$ cat src/rtl/reg_file_pkg.sv
// reg_file_pkg: shared register file widths, depth and word/address types
package reg_file_pkg;
  localparam int DATA_WIDTH_DEF = 32;
  localparam int ADDR_WIDTH_DEF = 5;
  localparam int DEPTH_DEF = 2 ** ADDR_WIDTH_DEF;
  typedef logic [DATA_WIDTH_DEF-1:0] word_t;
  typedef logic [ADDR_WIDTH_DEF-1:0] addr_t;
endpackage

$ cat src/rtl/rf_entry.sv
// rf_entry: one storage word with synchronous reset and write enable
module rf_entry #(
  parameter int W = reg_file_pkg::DATA_WIDTH_DEF
) (
  input  logic         clk,
  input  logic         rst,
  input  logic         we_i,
  input  logic [W-1:0] d_i,
  output logic [W-1:0] q_o
);
  logic [W-1:0] q_q;
  always_ff @(posedge clk) begin
    if (rst) q_q <= '0;
    else if (we_i) q_q <= d_i;
  end
  assign q_o = q_q;
endmodule

$ cat src/rtl/register_file.sv
// register_file: 1W/1R register file, combinational read; REG_FILE_BYPASS_EN forwards same-cycle writes to rd_o
module register_file
  import reg_file_pkg::*;
#(
  parameter int DATA_WIDTH = DATA_WIDTH_DEF,
  parameter int ADDR_WIDTH = ADDR_WIDTH_DEF
) (
  input  logic                  clk,
  input  logic                  rst,
  input  logic                  we_i,
  input  logic [ADDR_WIDTH-1:0] wa_i,
  input  logic [DATA_WIDTH-1:0] wd_i,
  input  logic [ADDR_WIDTH-1:0] ra_i,
  output logic [DATA_WIDTH-1:0] rd_o
);
  localparam int DEPTH = 2 ** ADDR_WIDTH;
  logic [DEPTH-1:0] we_vec;
  logic [DATA_WIDTH-1:0] q [DEPTH];
  always_comb we_vec = we_i ? {{(DEPTH-1){1'b0}}, 1'b1} << wa_i : '0;
  for (genvar i = 0; i < DEPTH; i++) begin : g_entry
    rf_entry #(.W(DATA_WIDTH)) u_entry (
      .clk (clk),
      .rst (rst),
      .we_i(we_vec[i]),
      .d_i (wd_i),
      .q_o (q[i])
    );
  end
`ifdef REG_FILE_BYPASS_EN
  assign rd_o = (we_i && !rst && wa_i == ra_i) ? wd_i : q[ra_i];
`else
  assign rd_o = q[ra_i];
`endif
endmodule

$ cat config.mk
export PLATFORM = sky130hd
export DESIGN_NAME = register_file
export DESIGN_NICKNAME = d
export VERILOG_FILES = /design/src/rtl/reg_file_pkg.sv /design/src/rtl/rf_entry.sv /design/src/rtl/register_file.sv
export SDC_FILE = /design/constraint.sdc
export NUM_CORES = 2
export LEC_CHECK = 0
export ABC_AREA = 1
export BUFFER_PORTS_ARGS = -buffer_cell sky130_fd_sc_hd__buf_2
export CORE_MARGIN = 5
export CORE_UTILIZATION = 30
export CTS_CLUSTER_SIZE = 28
export DETAILED_ROUTE_END_ITERATION = 6
export HOLD_SLACK_MARGIN = 0.12
export PLACE_DENSITY_LB_ADDON = 0.3
export SETUP_SLACK_MARGIN = 0.3
export SYNTH_ARGS = -nofsm -noshare
export SYNTH_HDL_FRONTEND = slang
export SYNTH_SLANG_ARGS = --single-unit
$ cat constraint.sdc
create_clock -name clk -period 1.6 [get_ports clk]
set_clock_uncertainty 0.2 [all_clocks]
set_input_delay 0.16 -clock clk [delete_from_list [all_inputs] [get_ports clk]]
set_output_delay 0.16 -clock clk [all_outputs]
set_load 0.02 [all_outputs]
* Word level (Yosys, flattened, before mapping)
Index checks and enable logic that the tools add are counted. W data, S select, Z words.
Operators by class: magnitude comparators 1, shifts and indexed selects 1, multiplexer cells 4, bitwise logic cells 1
Operator list (number):
- $bmux W32 S5 | 1
- $mux W32 | 3
- $shl A1 B5 Y32 const A | 1
- $ge A6 B6 Y1 const B | 1
- $not A5 Y6 | 1
Storage, ports and cells: register bits after elaboration 1024, input bits 45, logic and storage cells 39

* Logic depth before layout (Yosys ltp)
depth in word-level cells 4, gate-level depth with buffers 12, gate-level depth less buffers 9

* By module
Synthesis repeated with hierarchy kept, for this count alone.
Second synthesis, totals: cells, all modules 8988, area, all modules 53915.5 um^2
Modules (own cells, without submodules):
- rf_entry | instances 32, cells an instance 203, area each 1338.8 um^2, seq. area each 640.6 um^2
- register_file | instances 1, cells an instance 2492, area each 11074.4 um^2, seq. area each 0.0 um^2

* Worst setup path before layout
OpenSTA, ideal clock, no wires.
path type input port to output port, start input ra_i[0], end output rd_o[10], data arrival time 1.413 ns, data required time 1.240 ns, setup slack -0.173 ns, stages on the path 12, cell sequence buf_2 > inv_2 > buf_2 > buf_1 > nand2_1 > nand3_1 > nand3_1 > nand2_1 > nand2_1 > nand2_1 > nand2_1 > nand2_1
Between the ends: longest elaborated chain between the ends 4
RTL lines:
- start: declaration | RTL line register_file.sv:13 | input logic [ADDR_WIDTH-1:0] ra_i,
- $not A5 Y6 (not written as such) | RTL line register_file.sv:32 | assign rd_o = q[ra_i];
- $bmux W32 S5 | RTL line register_file.sv:32
- $mux W32 (not written as such) (2 in a row) | RTL line register_file.sv:32
- end: declaration | RTL line register_file.sv:14 | output logic [DATA_WIDTH-1:0] rd_o
No other way between the ends. The select of a mux whose other input is x is not followed.

* Worst setup path in the final report
start input ra_i[0], end output rd_o[6]
Same word-level chain as after synthesis.

==> results.json <==
{
  "cts-root-buf": "clkbuf_16",
  "nNetsFinal": 7139,
  "boundaryPins": 77,
  "layout_setup_ws_ns": -0.658,
  "path_class": "in -> out",
  "max_freq_ghz": 0.443,
  "cap_violations": 0,
  "placed_cell_area_um2": 52300,
  "finalSetupViolations": 32,
  "drv_slew": 0,
  "critPathMostFrequentCell": "nand2_1",
  "clock_sinks": 1024,
  "yosysSeqAreaShare": 0.448,
  "hpwl_mm": 117,
  "yosysWarnings": 0,
  "final_antenna_net_count": 0,
  "cts_max_path_buffers": 3,
  "synth-seq-cells": 1024,
  "grt_pass1_vias": 44723,
  "stdcell_count": 9218,
  "die_h_um": 400,
  "endpoint_kind": "primary output",
  "fin_crit_sh": 1.41,
  "rsz0062_at_grt": "true",
  "avgSynthCellArea_um2": 6.49,
  "placementRows": 143,
  "leakage_nw": 21.1,
  "clk_pin_slew_worst_paths_ns": 0.06,
  "outcome": "finished with violations",
  "violations": "negative hold slack, negative setup slack",
  "cpMaxStageDelayCell": "buf_12",
  "wl_mm": 187,
  "crit_buf_inv": 6,
  "layout_common_cells": "nand2_1 (3068), a21oi_1 (960), dfxtp_1 (618)",
  "crit_path_start_kind": "input pin",
  "max_slew_margin": 0.715,
  "cpLargestDelayFamily": "buffers and inverters",
  "avgViaCountPerCell": 5.23,
  "via_count": 48175,
  "antenna_found_initial": 3,
  "io_buffers": 76,
  "die_w_um": 400,
  "cts_made_buffers": 112,
  "syn_to_final_growth_pct": 29.9,
  "largest_reg_flops": 1024,
  "place.gp.congestion": 0.899,
  "slowest_delay_ns": 0.24,
  "cp_cell_sequence": "buf_8 -> clkinv_16 -> buf_12 -> buf_12 -> buf_4 -> nand2_1 -> nand3_1 -> nand3_2 -> nand2_1 -> nand2_1 -> nand2_2 -> nand2_1 -> nand2_2 -> buf_6",
  "path_max_fanout": 34,
  "drive_above_1_share": 0.228,
  "postCtsHoldBufs": 39,
  "clock_latency_ns": 0.72,
  "synth_cell_types": 17,
  "finalHoldViolCount": 79,
  "grt_overflow": 0,
  "drc": 0,
  "die_area_um2": 160000,
  "peakVddDrop_v": 0.000844,
  "hold_path.class": "in -> reg",
  "final_common_cell": "nand2_1",
  "synthCells": 7039,
  "wl_per_cell_um": 20.3,
  "worstMarginPinSlew_ns": 0.427,
  "crit_arrival_ns": 1.90,
  "cts_tree": "yes",
  "dp_cells": 8953,
  "required_ns": 1.24,
  "synth_area_um2": 45700,
  "grt_max_degree": 69,
  "firstDrtPassIters": 6,
  "power.density_nw_per_um2": 1000,
  "fin_worst_hold_slack_ns": -0.0648,
  "grt_pass1_wl_mm": 281,
  "fin_area_um2": 59400,
  "start_util": 0.301,
  "syn-num-nets": 7084,
  "cts_max_level": 3,
  "period_minus_slack_ns": 2.26,
  "grt_usage": 0.222,
  "core_area_um2": 152000,
  "drtIter0Drc": 4654
}
cell families after synthesis:
| group | synth area share |
|---|---|
| buf+inv | 0.0589 |
| compound gates | 0.105 |
| flops | 0.448 |
| simple gates | 0.388 |
metal layers:
| metal | wire length (um) | up-vias | global-route usage |
|---|---|---|---|
| met5 | 0 | - | 0 |
| met4 | 6480 | 0 | 0.0770 |
| met3 | 16300 | 332 | 0.0341 |
| met2 | 83400 | 2051 | 0.349 |
| met1 | 81300 | 23059 | 0.309 |
| li1 | - | 22733 | - |
worst paths after layout:
path                                   start                    endpoint  slack (ns)  depth (start not counted)
setup / recovery                     ra_i[0]                     rd_o[6]       -0.66                         14
hold reg to reg   g_entry[6].u_entry.q_o[17]  g_entry[6].u_entry.q_o[17]        0.25                          2
setup reg to reg  g_entry[14].u_entry.q_o[4]  g_entry[14].u_entry.q_o[4]        0.70                          3
hold / removal                       wa_i[4]  g_entry[3].u_entry.q_o[31]       -0.06                          6
cells in the mapped netlist:
master / number / area (um2)
nand4_1: 68 / 425
a21oi_1: 960 / 4800
clkinv_1: 1 / 3.75
nor2_1: 135 / 507
nand3_1: 775 / 3880
inv_1: 22 / 82.6
nor2_4: 1 / 11.3
nand2_1: 3304 / 12400
nor2_2: 23 / 144
buf_1: 61 / 229
dfxtp_1: 1024 / 20500
buf_4: 3 / 22.5
inv_2: 19 / 71.3
nor3_2: 2 / 20.0
buf_2: 99 / 495
nor3_1: 66 / 330
clkbuf_1: 476 / 1790
power by group:
group | switching [mW] | leakage, nW | internal [mW]
registers | 0.0994 | 8.46 | 25.7
clock network | 11.2 | 1.94 | 16.4
logic | 4.12 | 10.7 | 2.04
total | 15.5 | 21.1 | 44.1
per-stage QoR:
stage | setup WS (ns) | utilization | power (mW) | TNS [ns] | hold slack, ns
floorplan | 0.101 | - | 29.3 | 0 | 0.128
global placement | -0.709 | 0.345 | 31.8 | -153.44 | 0.242
detailed placement | -0.691 | 0.345 | 31.8 | -169.67 | 0.250
CTS | -0.690 | 0.382 | 59.7 | -21.10 | -0.0895
global route | -0.734 | 0.391 | 61.3 | -22.10 | -0.0695
finish | -0.658 | 0.391 | 59.6 | -19.65 | -0.0648
timing repair:
item                        CTS  global route
pin swaps                   150           172
buffers inserted              1            18
setup endpoints to repair    32            86
resized for setup           476           476
hold endpoints to repair   1024           507
worst register-to-register path, delay by kind of cell (launching register included):
| family | cells | cell delay [ns] |
|---|---|---|
| AND/OR/NAND/NOR | 2 | 0.14 |
| flip-flops | 1 | 0.32 |
| buffers and inverters | 1 | 0.12 |
final cells by class:
type                    count  area [um2]
fillers                 15746       92400
clock inverters            38         556
multi-input cells        5334       24600
well taps                2030        2540
clock buffers             167        3350
inverters                  42         201
diodes                      3        7.51
repair buffers            580        7050
flip-flops and latches   1024       21000
No activity file was read; power rests on OpenSTA's default activity.
